===== config.mk =====
export PLATFORM = sky130hd
export DESIGN_NAME = counter_sweep_ctrl_flat
export DESIGN_NICKNAME = d
export VERILOG_FILES = /design/src/rtl/counter_sweep_ctrl_pkg.sv /design/src/rtl/counter_sweep_ctrl_if.sv /design/src/rtl/counter_sweep_ctrl_sweep_wdog.sv /design/src/rtl/counter_sweep_ctrl.sv /design/src/flat_wrapper.sv
export SDC_FILE = /design/constraint.sdc
export NUM_CORES = 1
export LEC_CHECK = 0
export CAP_MARGIN = 20
export CORE_UTILIZATION = 35
export CTS_BUF_LIST = sky130_fd_sc_hd__clkbuf_4
export CTS_CLUSTER_DIAMETER = 30
export CTS_CLUSTER_SIZE = 12
export DETAILED_ROUTE_END_ITERATION = 10
export MAX_ROUTING_LAYER = met4
export PLACE_DENSITY = 0.66
export SLEW_MARGIN = 20
export SYNTH_ARGS = -nofsm -noshare
export SYNTH_HDL_FRONTEND = slang
export SYNTH_HIERARCHICAL = 1
export SYNTH_SLANG_ARGS = --single-unit

===== constraint.sdc =====
create_clock -name clk -period 2.67 [get_ports clk]
set_input_delay 0.534 -clock clk [delete_from_list [all_inputs] [get_ports clk]]
set_output_delay 0.534 -clock clk [all_outputs]
set_load 0.01 [all_outputs]

===== src/rtl/counter_sweep_ctrl_pkg.sv =====
// Shared types and defaults for the counter sweep sequencer.
// The state encoding is fixed so that state values seen in a waveform are stable.
package counter_sweep_ctrl_pkg;

   typedef enum logic [1:0] {
      ST_IDLE = 2'd0,
      ST_UP   = 2'd1,
      ST_DOWN = 2'd2,
      ST_DONE = 2'd3
   } state_e;

   localparam int CNT_W_DEF   = 4;
   localparam int SWEEP_W_DEF = 4;

   // Watchdog counter must be able to hold the value WDOG_MAX itself.
   function automatic int wdog_width(input int wdog_max);
      return $clog2(wdog_max + 1);
   endfunction

endpackage


===== src/rtl/counter_sweep_ctrl_if.sv =====
// Control/status bundle between the CSR side, the sweep sequencer and the counter.
// master = CSR logic plus counter (drives requests and timeout), slave = sequencer.
interface counter_sweep_ctrl_if #(
   parameter int SWEEP_W = 4
);
   logic               start;
   logic [SWEEP_W-1:0] sweeps;
   logic               pause;
   logic               abort;
   logic               cnt_timeout;
   logic               cnt_enable;
   logic               cnt_dn_up;
   logic               busy;
   logic               done;
   logic               err;
   logic [SWEEP_W-1:0] sweeps_left;

   modport master (
      output start, sweeps, pause, abort, cnt_timeout,
      input  cnt_enable, cnt_dn_up, busy, done, err, sweeps_left
   );

   modport slave (
      input  start, sweeps, pause, abort, cnt_timeout,
      output cnt_enable, cnt_dn_up, busy, done, err, sweeps_left
   );
endinterface


===== src/rtl/counter_sweep_ctrl_sweep_wdog.sv =====
// Per-phase watchdog: counts enabled cycles and flags the cycle in which the
// running count reaches WDOG_MAX.
module counter_sweep_ctrl_sweep_wdog
   import counter_sweep_ctrl_pkg::*;
#(
   parameter int WDOG_MAX = 18
) (
   input  logic clk,
   input  logic n_reset,
   input  logic clr_i,
   input  logic en_i,
   output logic expired_o
);
   localparam int W = wdog_width(WDOG_MAX);
   localparam logic [W-1:0] LAST = W'(WDOG_MAX - 1);

   logic [W-1:0] cnt_q;
   logic [W-1:0] cnt_d;

   always_comb begin
      cnt_d = cnt_q;
      if (clr_i) begin
         cnt_d = '0;
      end else if (en_i && cnt_q != LAST + W'(1)) begin
         cnt_d = cnt_q + W'(1);
      end
   end

   always_ff @(posedge clk) begin
      if (!n_reset) begin
         cnt_q <= '0;
      end else begin
         cnt_q <= cnt_d;
      end
   end

   // Expiry fires on the enabled cycle that brings the count up to WDOG_MAX.
   assign expired_o = en_i && (cnt_q == LAST);

endmodule


===== src/rtl/counter_sweep_ctrl.sv =====
// Sweep sequencer: drives the up/down counter through N round trips 0->MAX->0,
// with pause, abort and a per-phase watchdog.
module counter_sweep_ctrl
   import counter_sweep_ctrl_pkg::*;
#(
   parameter int CNT_W    = CNT_W_DEF,
   parameter int SWEEP_W  = SWEEP_W_DEF,
   parameter int WDOG_MAX = 2**CNT_W + 2
) (
   input  logic                  clk,
   input  logic                  n_reset,
   counter_sweep_ctrl_if.slave   bus
);
   state_e             state_q, state_d;
   logic [SWEEP_W-1:0] sweeps_left_q, sweeps_left_d;
   logic               err_q, err_d;
   logic               wdog_clr;
   logic               wdog_expired;
   logic               running;
   logic               enable;

   assign running = (state_q == ST_UP) || (state_q == ST_DOWN);
   // The timeout term keeps the counter parked on its terminal value for one dwell cycle.
   assign enable  = running && !bus.pause && !bus.cnt_timeout;

   counter_sweep_ctrl_sweep_wdog #(
      .WDOG_MAX (WDOG_MAX)
   ) u_wdog (
      .clk       (clk),
      .n_reset   (n_reset),
      .clr_i     (wdog_clr),
      .en_i      (enable),
      .expired_o (wdog_expired)
   );

   always_comb begin
      state_d       = state_q;
      sweeps_left_d = sweeps_left_q;
      err_d         = err_q;
      wdog_clr      = 1'b0;
      case (state_q)
         ST_IDLE: begin
            if (bus.start) begin
               if (bus.sweeps != '0) begin
                  state_d       = ST_UP;
                  sweeps_left_d = bus.sweeps;
                  err_d         = 1'b0;
                  wdog_clr      = 1'b1;
               end else begin
                  state_d = ST_DONE;
               end
            end
         end
         ST_UP, ST_DOWN: begin
            // abort > watchdog > timeout; pause only blocks the timeout path.
            if (bus.abort) begin
               state_d = ST_DONE;
            end else if (wdog_expired) begin
               state_d  = ST_DONE;
               err_d    = 1'b1;
               wdog_clr = 1'b1;
            end else if (bus.cnt_timeout && !bus.pause) begin
               wdog_clr = 1'b1;
               if (state_q == ST_UP) begin
                  state_d = ST_DOWN;
               end else begin
                  if (sweeps_left_q != '0) begin
                     sweeps_left_d = sweeps_left_q - SWEEP_W'(1);
                  end
                  state_d = (sweeps_left_q <= SWEEP_W'(1)) ? ST_DONE : ST_UP;
               end
            end
         end
         default: begin
            state_d = ST_IDLE;
         end
      endcase
   end

   always_ff @(posedge clk) begin
      if (!n_reset) begin
         state_q       <= ST_IDLE;
         sweeps_left_q <= '0;
         err_q         <= 1'b0;
      end else begin
         state_q       <= state_d;
         sweeps_left_q <= sweeps_left_d;
         err_q         <= err_d;
      end
   end

   assign bus.cnt_enable  = enable;
   assign bus.cnt_dn_up   = (state_q != ST_DOWN);
   assign bus.busy        = running;
   assign bus.done        = (state_q == ST_DONE);
   assign bus.err         = err_q;
   assign bus.sweeps_left = sweeps_left_q;

endmodule


===== src/flat_wrapper.sv =====
// flat-port wrapper written by rule: the top's interface ports become plain ports
module counter_sweep_ctrl_flat import counter_sweep_ctrl_pkg::*;
#(
   parameter int CNT_W    = CNT_W_DEF,
   parameter int SWEEP_W  = SWEEP_W_DEF,
   parameter int WDOG_MAX = 2**CNT_W + 2
)
  (clk, n_reset, bus_start, bus_sweeps, bus_pause, bus_abort, bus_cnt_timeout, bus_cnt_enable, bus_cnt_dn_up, bus_busy, bus_done, bus_err, bus_sweeps_left);
  counter_sweep_ctrl_if #(.SWEEP_W(SWEEP_W)) bus_i ();
  input  logic clk;
  input  logic n_reset;
  input wire logic [$bits(bus_i.start)-1:0] bus_start;
  input wire logic [$bits(bus_i.sweeps)-1:0] bus_sweeps;
  input wire logic [$bits(bus_i.pause)-1:0] bus_pause;
  input wire logic [$bits(bus_i.abort)-1:0] bus_abort;
  input wire logic [$bits(bus_i.cnt_timeout)-1:0] bus_cnt_timeout;
  output wire logic [$bits(bus_i.cnt_enable)-1:0] bus_cnt_enable;
  output wire logic [$bits(bus_i.cnt_dn_up)-1:0] bus_cnt_dn_up;
  output wire logic [$bits(bus_i.busy)-1:0] bus_busy;
  output wire logic [$bits(bus_i.done)-1:0] bus_done;
  output wire logic [$bits(bus_i.err)-1:0] bus_err;
  output wire logic [$bits(bus_i.sweeps_left)-1:0] bus_sweeps_left;
  assign bus_i.start = bus_start;
  assign bus_i.sweeps = bus_sweeps;
  assign bus_i.pause = bus_pause;
  assign bus_i.abort = bus_abort;
  assign bus_i.cnt_timeout = bus_cnt_timeout;
  assign bus_cnt_enable = bus_i.cnt_enable;
  assign bus_cnt_dn_up = bus_i.cnt_dn_up;
  assign bus_busy = bus_i.busy;
  assign bus_done = bus_i.done;
  assign bus_err = bus_i.err;
  assign bus_sweeps_left = bus_i.sweeps_left;
  counter_sweep_ctrl #(.CNT_W(CNT_W), .SWEEP_W(SWEEP_W), .WDOG_MAX(WDOG_MAX)) u_core (.clk(clk), .n_reset(n_reset), .bus(bus_i));
endmodule

==> results of run 1 <==
-- power by group through the flow --
stage	registers [uW]	logic [uW]	clock network [uW]
finish	274	700	108
global route	281	768	125
CTS	273	698	116
detailed placement	276	695	0
global placement	274	685	0
floorplan	273	510	0
-- how the worst max path moves through the flow --
stage,end,startpoint,cells past startpoint
CTS,bus_busy,u_core/state_q[0]$_SDFFE_PN0P_,4
floorplan,u_core/state_q[1]$_SDFFE_PN0P_,u_core/state_q[0]$_SDFFE_PN0P_,12
global placement,u_core/state_q[1]$_SDFFE_PN0P_,bus_cnt_timeout,9
detailed placement,u_core/state_q[1]$_SDFFE_PN0P_,bus_cnt_timeout,9
global route,bus_cnt_enable,u_core/state_q[0]$_SDFFE_PN0P_,4
finish,bus_busy,u_core/state_q[0]$_SDFFE_PN0P_,4
-- layout make-up --
type / instances / area (um2) / share of cell area [%]
Multi-Input combinational cell: 80 / 598.1 / 52.47
Inverter: 13 / 48.80 / 4.281
Sequential cell: 12 / 240.2 / 21.08
Clock buffer: 3 / 22.52 / 1.976
Tap cell: 28 / 35.03 / 3.074
Timing Repair Buffer: 20 / 195.2 / 17.12
-- sequential cells by signal, summed over array words and instances (netlist names) --
| name | flops |
|---|---|
| u_core/u_wdog/cnt_q | 5 |
| u_core/bus.err | 1 |
| u_core/bus.sweeps_left | 4 |
| u_core/state_q | 2 |
-- routing by layer --
metal | part of all wire (%) | up-vias | track usage, %
met2 | 45 | 21 | 23.63
met4 | 0.73 | 0 | 6.579
met5 | 0 | - | -
li1 | - | 417 | -
met1 | 49 | 375 | 20.80
met3 | 4.6 | 2 | 2.609
-- per-stage QoR --
| stage | setup slack, ps | utilization, % | hold slack (ps) |
|---|---|---|---|
| 5_1_grt | 163.1 | 49.62 | 549.0 |
| 6_report | 260.6 | 49.62 | 484.0 |
| 3_5_place_dp | 177.4 | 48.64 | 480.9 |
| 2_1_floorplan | 97.03 | - | 469.2 |
| 3_3_place_gp | 266.7 | 48.64 | 460.1 |
| 4_1_cts | 240.1 | 49.62 | 494.8 |
-- cell families (layout without fill, tap and decap cells) --
group / count (synthesis) / count (layout)
fa+ha+maj: 9 / 9
compound gates: 24 / 24
buf+inv: 15 / 36
simple gates: 42 / 42
xor+xnor: 3 / 3
mux: 2 / 2
flops: 12 / 12
-- critical path: stages (launching register included) --
cell             delay [ps]
dfxtp_1                 400
inv_1                    90
ha_1                    320
buf_4                   230
clkdlybuf4s50_1         570
-- placed cells by master (no fill, tap or decap) --
cell type        instances
xor2_1                   3
nor2b_1                  2
or3_1                    2
o21ai_1                  1
dfxtp_1                 12
nand4bb_4                1
nand3_4                  1
o21bai_1                 1
inv_1                   13
o32ai_1                  1
o21ai_0                  4
and2_4                   1
a211oi_2                 1
clkbuf_4                 3
nand3_1                  3
a21oi_1                  8
nor2_1                  11
buf_4                    2
a311oi_2                 1
o31ai_1                  2
nand4_1                  3
o22ai_1                  1
or4_4                    1
nor3_1                   2
a311o_1                  1
nand2_1                  6
nand2b_1                 3
ha_1                     9
nand3b_1                 2
a211oi_1                 1
nor3b_4                  1
mux2i_1                  2
nand4b_1                 3
a21o_1                   1
a21boi_0                 1
clkdlybuf4s50_1         18
==> impl_metrics.json, run 1 <==
{
  "post_cts_buffers": 0,
  "hp-class": "register to register",
  "ys_warn_count": 6,
  "cp.required_ps": 2140,
  "rsz0062_at_grt": "no",
  "yosys.area.top_type": "dfxtp_1",
  "dp_cells": 153,
  "synth_xor_area_share_pct": 2.949,
  "leakagePower_uw": 0.0004416,
  "drv_cap": 0,
  "coreArea_um2": 2297,
  "place_area_um2": 1117,
  "worstMarginPinSlew_ps": 414.6,
  "firstDrtPassIters": 4,
  "finalClockSkew_ps": 6.536,
  "numCtsBuffers": 3,
  "vias": 815,
  "start_util_pct": 38.78,
  "yosys.area.top_type_share_pct": 26.97,
  "drive_above_1_share_pct": 9.375,
  "synth_common_cells": "13 x inv_1, 12 x dfxtp_1, 11 x nor2_1",
  "antenna_cells": 0,
  "yosysUniqueCellTypes": 35,
  "finalPower_uw": 1082,
  "startpoint_type": "register",
  "final_area_um2": 1140,
  "power.density_nw_per_um2": 949.3,
  "fill_cells": 235,
  "ctsHoldBuffers": 0,
  "crit_type": "register to output pin",
  "synth_compound_area_share_pct": 18.26,
  "yosysMostFrequentCell": "inv_1",
  "path_clk_slew_ps": 80,
  "clkPwrFrac_pct": 10.0,
  "die-width_um": 52.45,
  "cp-end-kind": "output pin",
  "wl_um": 1915,
  "arrival_ps": 1880,
  "portBuffers": 18,
  "syn_area_per_cell_um2": 8.326,
  "final_cells": 156,
  "syn_nets": 126,
  "grt_pass1_vias": 752,
  "power_frac_comb_pct": 64.7,
  "period_needed_ps": 2409,
  "ff2ff_setup_slack_ps": 380,
  "dpl.hpwl_um": 1513,
  "fp-row-count": 17,
  "p_seq_share_pct": 25.3,
  "hold_end": "u_core/bus.err$_SDFFE_PN0P_",
  "synthCells": 107,
  "grt_pass1_wl_um": 3160,
  "synthAdderAreaFrac_pct": 12.64,
  "post-route-period-util_pct": 90.24,
  "async_flop_share_pct": 0,
  "nets": 149,
  "drcViolationCount": 0,
  "muxShareOfSynthArea_pct": 2.247,
  "finalSetupTns_ps": 0,
  "yosys.area_share.simple_pct": 29.78,
  "cts_tree": "built",
  "fmaxAchievable_mhz": 415.0,
  "p_sw_share_pct": 44.21,
  "grt_max_degree": 19,
  "syn_to_final_growth_pct": 27.95,
  "drtIter0Drc": 21,
  "ir_drop_uv": 518.9,
  "die_h_um": 52.45,
  "p_sw_uw": 478.4,
  "ios": 19,
  "ant_nets": 0,
  "hold_violations": 0,
  "grt_antenna_before_repair": 0,
  "p_int_uw": 603.7,
  "min_path_cells": 2,
  "synth_top_family_by_area": "simple AND/OR/NAND/NOR gates",
  "grt_overflow": 0,
  "vias_per_cell": 5.224,
  "ctsResizeCount": 0,
  "clockRootBuffer": "clkbuf_4",
  "clk_latency_ps": 260,
  "r2r_end": "u_core/state_q[1]$_SDFFE_PN0P_",
  "relSlewSlack_pct": 72.13,
  "final-setup-viol-count": 0,
  "reg2reg_from": "u_core/state_q[0]$_SDFFE_PN0P_",
  "drv_slew": 0,
  "netlist_area_um2": 890.9,
  "h-tree-depth": 1,
  "globalplace.congestion": 0.8830,
  "clock_sinks": 12,
  "clockBufferDepth": 2,
  "synth_area_leaders": "dfxtp_1 27%, ha_1 13%, inv_1 5.5%, nor2_1 4.6%, a21oi_1 4.5%",
  "hold_start": "u_core/bus.err$_SDFFE_PN0P_",
  "worstPathMaxFanout": 18,
  "synth_seq_area_share_pct": 26.97,
  "synth_flop_cell": "dfxtp_1",
  "track_usage_pct": 15.76,
  "outcome": "finished clean",
  "die_area_um2": 2751,
  "synth_edf_count": 0,
  "rr_worst_depth": 10,
  "ys_seq_elements": 12,
  "routedWlPerCell_um": 12.28
}
No activity file was read; power rests on OpenSTA's default activity.
==> run 2, diff against run 1 <==
--- a/config.mk
+++ b/config.mk
@@ -13,6 +13,7 @@
 export DETAILED_ROUTE_END_ITERATION = 10
 export MAX_ROUTING_LAYER = met4
 export PLACE_DENSITY = 0.66
+export REMOVE_ABC_BUFFERS = 1
 export SLEW_MARGIN = 20
 export SYNTH_ARGS = -nofsm -noshare
 export SYNTH_HDL_FRONTEND = slang
==> run 2 against run 1 <==
Net effect:
- critical path depth rose by 1
- core utilization is 0.11 points lower
- critical endpoint is now bus_cnt_enable
- sequential cell count unchanged
- highest routed layer unchanged
==> impl_metrics.json, run 2 (synthesized netlist as in run 1, its figures left out) <==
{
  "critPathLaunch": "u_core/state_q[1]$_SDFFE_PN0P_",
  "h-tree-depth": 1,
  "finalSetupTns_ps": 0,
  "rsz0062_at_grt": "no",
  "firstDrtPassIters": 6,
  "antenna_cells": 0,
  "portBuffers": 18,
  "worstMarginPinSlew_ps": 382.2,
  "ios": 19,
  "power.density_nw_per_um2": 947.4,
  "cp.required_ps": 2140,
  "path_clk_slew_ps": 80,
  "ant_nets": 0,
  "vias": 833,
  "fp-row-count": 17,
  "hp-class": "register to register",
  "leakagePower_uw": 0.0004396,
  "grt_overflow": 0,
  "numCtsBuffers": 3,
  "vias_per_cell": 5.306,
  "drv_cap": 0,
  "hold_start": "u_core/bus.err$_SDFFE_PN0P_",
  "cp-end-kind": "output pin",
  "clockBufferDepth": 2,
  "path_cells": "inv_1 > ha_1 > nor3b_2 > buf_4 > clkdlybuf4s50_1",
  "ir_drop_uv": 530.9,
  "routedWlPerCell_um": 12.56,
  "syn_to_final_growth_pct": 27.67,
  "max_stage_delay_ps": 530,
  "period_needed_ps": 2510,
  "drive_above_1_share_pct": 9.302,
  "grt_antenna_before_repair": 0,
  "mostFrequentLayoutCells": "18 x clkdlybuf4s50_1, 13 x inv_1, 12 x dfxtp_1",
  "fmaxAchievable_mhz": 398.4,
  "finalClockSkew_ps": 5.540,
  "nets": 149,
  "track_usage_pct": 16.84,
  "cp_slowest_cell": "clkdlybuf4s50_1",
  "dpl.hpwl_um": 1531,
  "drtIter0Drc": 22,
  "relSlewSlack_pct": 74.30,
  "clk_latency_ps": 270,
  "worstPathMaxFanout": 7,
  "cts_tree": "built",
  "clock_sinks": 12,
  "final-setup-viol-count": 0,
  "path_buf_inv": 3,
  "grt_pass1_wl_um": 3291,
  "crit_type": "register to output pin",
  "outcome": "finished clean",
  "clockRootBuffer": "clkbuf_4",
  "reg2reg_from": "u_core/state_q[1]$_SDFFE_PN0P_",
  "grt_pass1_vias": 750,
  "top_register": "u_core/u_wdog/cnt_q",
  "place_area_um2": 1106,
  "fill_cells": 221,
  "path_delay_family": "buffers and inverters",
  "final_common_cell": "clkdlybuf4s50_1",
  "hold_violations": 0,
  "coreArea_um2": 2297,
  "arrival_ps": 1980,
  "largest_reg_flops": 5,
  "die_h_um": 52.45,
  "die-width_um": 52.45,
  "post_cts_buffers": 0,
  "final_area_um2": 1137,
  "startpoint_type": "register",
  "die_area_um2": 2751,
  "finalPower_uw": 1077,
  "post-route-period-util_pct": 94.00,
  "start_util_pct": 38.78,
  "wl_um": 1972,
  "grt_max_degree": 19,
  "drv_slew": 0,
  "globalplace.congestion": 0.8048,
  "drcViolationCount": 0
}
[run 2: cell types whose count changed in the layout (fill, tap and decap cells not counted), sizes merged]
cell	change
clkinv	+1
[run 2: path summary, 6_finish.rpt]
check,to,slack [ps],cells past startpoint
max,bus_cnt_enable,160,5
min,u_core/bus.err$_SDFFE_PN0P_,490,2
max reg2reg,u_core/state_q[1]$_SDFFE_PN0P_,360,10
min reg2reg,u_core/bus.err$_SDFFE_PN0P_,490,2
[run 2: power by group]
part	switching [uW]	total, uW	internal, uW
clock	59.2	113	54.0
combinational	368	693	325
sequential	49.8	271	221
total	477	1080	600
[run 2: area by class of cell]
cell class,count,area [um2],area share (%)
sequential,12,240.2,21.12
tap,28,35.03,3.080
inverter,13,48.80,4.290
multi-input combinational,80,591.8,52.04
clock inverter,1,3.754,0.3300
timing repair buffer,20,195.2,17.16
clock buffer,3,22.52,1.980
[run 2: metal layers]
layer / vias up / track usage (%) / wire, um
li1: 424 / - / -
met1: 393 / 20.73 / 935
met2: 14 / 27.22 / 950
met3: 2 / 3.768 / 66
met4: 0 / 5.263 / 19
met5: - / - / 0
[run 2: per-stage QoR]
stage	hold WS, ps	setup slack (ps)	std cells	util (%)
2_1_floorplan	469.2	-261.6	105	-
3_3_place_gp	460.6	187.7	153	48.15
3_5_place_dp	475.1	163.7	153	48.15
4_1_cts	487.9	74.58	157	49.29
5_1_grt	539.7	51.76	157	49.51
6_report	494.1	160.2	157	49.51
[run 2: tightest hold or removal path, stage by stage, from the launching register on]
cell and delay [ps]:
dfxtp_1 320, o21ai_0 70, a21oi_1 60
[run 2: what timing repair did]
action                                  4_1_cts  5_1_grt
gates resized for setup                       0        1
endpoints found under the setup margin        0        1
hold buffers                                  0        0
==> edit 1: new RTL, config.mk and constraints of run 1 <==
Change the package constant `SWEEP_W_DEF` from 4 to 5.
--- a/src/rtl/counter_sweep_ctrl_pkg.sv
+++ b/src/rtl/counter_sweep_ctrl_pkg.sv
@@ -11,5 +11,5 @@
 
    localparam int CNT_W_DEF   = 4;
-   localparam int SWEEP_W_DEF = 4;
+   localparam int SWEEP_W_DEF = 5;
 
    // Watchdog counter must be able to hold the value WDOG_MAX itself.
Ports: changed (resized bus_sweeps and bus_sweeps_left); port bits go from 19 to 21. The function was not compared with the original's and may differ.
==> edit 1 against run 1 <==
  * Power rose by 35%
  * Fmax fell by 1.8%
  * Critical path type is now in -> out
  * Wire length rose by 27%
  * Area after synthesis rose by 9.0%
  * Critical path depth did not move
  * Non-clock buffer count rose by 6
  * Setup slack got worse by 44 ps
  * Die area rose by 8.6%
  * Cell area rose by 14%
  * Combinational power rose by 43%
  * Cell count rose by 12%
  * Sequential cell count rose by 1
==> edit 1: results (changes against run 1) <==
[routing]
top_layer=met4  ; unchanged
firstDrtPassIters=6  ; was 4
drt_iter0_markers=24  ; was 21
drt-total-wl_mm=2.43  ; was 1.92 mm
viasPerCell=5.39  ; was 5.22
vias=944  ; was 815
routed-wl-met3_um=90  ; was 88 um
drt-met1-wl_mm=1.12  ; was 943 um
wl_met2_mm=1.22  ; was 868 um

[synth]
synth_compound_area_share_pct=18.4  ; was 18.3%
synthMuxAreaShare_pct=2.06  ; was 2.25%
synthTopCellsByCount=13 x dfxtp_1, 13 x nor2_1, 11 x nand2_1, 10 x ha_1  ; was 13 x inv_1, 12 x dfxtp_1, 11 x nor2_1, 9 x ha_1, 8 x a21oi_1
yosysSeqAreaShare_pct=26.8  ; was 27.0%
synth_warnings=6  ; unchanged
ys_async_sr_fraction_pct=0  ; unchanged
synth.distinct_cells=37  ; was 35
synth_area_leaders=dfxtp_1 27%, ha_1 13%, nor2_1 5.0%  ; was dfxtp_1 27%, ha_1 13%, inv_1 5.5%
synthFlopType=dfxtp_1  ; unchanged
syn_area_per_cell_um2=8.30  ; was 8.33 um^2
synthAdderAreaFrac_pct=12.9  ; was 12.6%
synthXorXnorAreaFrac_pct=2.71  ; was 2.95%
synth_nets=138  ; was 126

[run_status]
status=complete, no violations  ; unchanged

[timing]
timing.slew.headroom_pct=66.6  ; was 72.1%
skew_ps=12.8  ; was 6.54 ps
slew_viol_final=0  ; unchanged
hold_violations=0  ; unchanged

[cts]
cts_max_path_buffers=2  ; unchanged
cts_resized=0  ; unchanged
clockRootBuffer=clkbuf_4  ; unchanged
clk_latency_ps=280  ; was 260 ps
post_cts_buffers=0  ; unchanged
path_clk_slew_ps=90
cts_inserted_buffers=3  ; unchanged
htreeDepth=1  ; unchanged

[placement]
gp_congestion=0.786  ; was 0.883
port_buffers=20  ; was 18
dp.cells=171  ; was 153
place_hpwl_mm=1.87  ; was 1.51 mm

[global_route]
grt_use_met1_pct=21.7  ; was 20.8%
grt_max_degree=23  ; was 19
antenna_found_initial=0  ; unchanged
grt_usage_pct=19.2  ; was 15.8%
met2_usage_pct=32.9  ; was 23.6%
grt_pass1_wl_mm=3.93  ; was 3.16 mm
grt_use_met3_pct=3.61  ; was 2.61%

[pwr]
p_leak_uw=0.000487  ; was 0.000442 uW
ir_drop_v=0.000818  ; was 0.000519 V
p_sw_share_pct=44.9  ; was 44.2%

[finish]
antenna_cells=0  ; unchanged
drive_above_1_share_pct=16.6  ; was 9.38%
fillCellCount=265  ; was 235
fin_area_mm2=0.00130  ; was 0.00114 mm^2
final_common_cell=clkdlybuf4s50_1  ; unchanged

[setup_path]
cp_max_fo=7  ; was 18
critPathArrivalTime_ps=1920  ; was 1880 ps

[hold_path]
hold_path_class=reg -> reg  ; unchanged

[edit 1: cell count changes in the layout (fill, tap and decap cells not counted), sizes merged, moves of 3 or more]
| cell | before | now |
|---|---|---|
| nand2 | 6 | 11 |
| inv | 13 | 9 |
| nor4 | 0 | 3 |
| a31oi | 0 | 3 |
| buf | 2 | 6 |
[edit 1: cell type report]
cell class                 count  share of cell area (%)
multi-input combinational     93                    53.2
sequential                    13                    20.2
timing repair buffer          26                    18.8
tap                           30                    2.88
inverter                       9                    2.60
clock buffer                   4                    2.31
[edit 1: final timing paths]
path | cells past startpoint | endpoint | slack, ps | start
max | 4 | bus_cnt_enable | 220 | bus_cnt_timeout
min | 2 | u_core/state_q[1]$_SDFFE_PN0P_ | 500 | u_core/state_q[1]$_SDFFE_PN0P_
max reg2reg | 11 | u_core/bus.sweeps_left[3]$_SDFFE_PN0P_ | 250 | u_core/state_q[0]$_SDFFE_PN0P_
min reg2reg | 2 | u_core/state_q[1]$_SDFFE_PN0P_ | 500 | u_core/state_q[1]$_SDFFE_PN0P_
[edit 1: stage by stage]
stage | worst slack (ps) | setup TNS, ps | total power (uW)
finish | 217 | 0 | 1460
global route | 58.4 | 0 | 1590
CTS | 205 | 0 | 1470
detailed placement | -39.6 | -82.6 | 1320
global placement | 34.6 | 0 | 1300
floorplan | 19.7 | 0 | 1060
[edit 1: power by group through the flow]
stage | Combinational, uW | Clock [uW] | Sequential (uW)
detailed placement | 993 | 0 | 322
global placement | 980 | 0 | 318
global route | 1110 | 155 | 328
finish | 1000 | 138 | 318
floorplan | 742 | 0 | 319
CTS | 1000 | 148 | 318
[edit 1: critical path, stage by stage]
cell and delay (ps):
clkdlybuf4s50_1 460, nor3b_4 220, buf_4 170, clkdlybuf4s50_1 530
==> edit 2: new RTL, settings of run 1 <==
Made on the original files. Compare `cnt_q` against `LAST` with >= in place of ==.
--- a/src/rtl/counter_sweep_ctrl_sweep_wdog.sv
+++ b/src/rtl/counter_sweep_ctrl_sweep_wdog.sv
@@ -36,5 +36,5 @@
 
    // Expiry fires on the enabled cycle that brings the count up to WDOG_MAX.
-   assign expired_o = en_i && (cnt_q == LAST);
+   assign expired_o = en_i && (cnt_q >= LAST);
 
 endmodule
Behaviour: no difference found for any inputs over 10 cycles, from zero or initial values and one cycle with n_reset low; that may be too few to reach the edited logic, so the function may still have changed.
==> edit 2 against run 1 <==
  * Sequential cell count is the same
  * Area after synthesis grew 2.0%
  * Power grew 1.2%
  * Combinational power grew 2%
  * Die area grew 1.9%
  * Cell area grew 1.1%
  * Wire length grew 8.6%
  * Fmax grew 0.37%
  * Non-clock buffer count is the same
  * Setup slack gained 8.9 ps
  * First-iteration DRC count grew 38%
==> edit 2: results (changes against run 1) <==
[pwr]
p_sw_share_pct=45.1  ; was 44.2%
ir_drop_v=0.000514  ; was 0.000519 V
comb_cell_power_uw=712  ; was 700 uW
clockPowerShare_pct=10.5  ; was 10.0%
p_leak_uw=0.000443  ; was 0.000442 uW

[synth]
synth_warnings=6  ; unchanged
synth_nets=129  ; was 126
synthXorXnorAreaFrac_pct=1.93  ; was 2.95%
syn_inst=110  ; was 107
synthTopCellsByCount=14 x inv_1, 12 x dfxtp_1, 9 x a21oi_1, 9 x ha_1, 9 x nor2_1  ; was 13 x inv_1, 12 x dfxtp_1, 11 x nor2_1, 9 x ha_1, 8 x a21oi_1
synth_area_leaders=dfxtp_1 26%, ha_1 12%, inv_1 5.8%  ; was dfxtp_1 27%, ha_1 13%, inv_1 5.5%
synth_compound_area_share_pct=19.6  ; was 18.3%
synthAdderAreaFrac_pct=12.4  ; was 12.6%
synth.distinct_cells=41  ; was 35
yosysSeqAreaShare_pct=26.4  ; was 27.0%
synthMuxAreaShare_pct=2.20  ; was 2.25%

[setup_path]
critPathArrivalTime_ps=1870
reg2reg_slack_ps=340  ; was 380 ps
cp_max_fo=18  ; unchanged

[run]
max-cap-violations=0  ; unchanged

[global_route]
antenna_found_initial=0  ; unchanged
grt_pass1_vias=809  ; was 752
grt_usage_pct=17.3  ; was 15.8%
grt_pass1_wl_mm=3.45  ; was 3.16 mm

[finish]
nFlopsAndLatches=12  ; unchanged
area_share_nonclk_buffers_pct=16.9  ; was 17.1%
largest_register_ffs=5  ; unchanged
multi_input_gates=81  ; was 80
final_cells=160  ; was 156
multi_input_area_share_pct=52.4  ; was 52.5%
clock_area_share_pct=1.95  ; was 1.98%
seq_area_um2=240  ; unchanged
inverters=14  ; was 13
drive_above_1_share_pct=9.23  ; was 9.38%
fillCellCount=258  ; was 235
nets=151  ; was 149

[timing]
whs_ps=484  ; about the same
clock.fmax_mhz=417  ; was 415 MHz
tightest_slew_ps=456  ; was 415 ps
skew_ps=0.536  ; was 6.54 ps

[routing]
drt_iter0_markers=29  ; was 21
routedWlPerCell_um=13.0  ; was 12.3 um
vias=866  ; was 815

[hold_path]
hold_path_class=reg -> reg  ; unchanged
whs_path_depth=2  ; unchanged

[placement]
place_hpwl_mm=1.58  ; was 1.51 mm
gp_congestion=0.851  ; was 0.883
pre_cts_ws_ps=124  ; was 177 ps
port_buffers=18  ; unchanged

[run_status]
status=complete, no violations  ; unchanged

[cts]
cts_max_path_buffers=2  ; unchanged

[edit 2: critical path, cell delays in order, from the launching register on]
cell and delay [ps]:
dfxtp_1 390, inv_1 90, ha_1 310, buf_4 230
clkdlybuf4s50_1 570
[edit 2: cells by family (layout without fill, tap and decap cells)]
kind of cell	after synthesis	in the layout
and+or+nand+nor	42	42
AOI/OAI and AO/OA	26	26
buffers and inverters	17	37
DFF	12	12
adders and majority gates	9	9
xor gates and xnor gates	2	2
muxes	2	2
[edit 2: per-stage QoR]
stage	instance area, um^2	power (uW)	utilization, %
after detailed placement	1130	975	46.0
after CTS	1150	1100	46.9
after global routing	1150	1180	46.9
after floorplan	921	784	-
after global placement	1130	957	46.0
final	1150	1100	46.9
[edit 2: metal layers]
layer	track usage [%]	wire, um
met1	19.1	943
met2	29.7	1000
met3	6.32	119
met4	3.51	12
met5	-	0
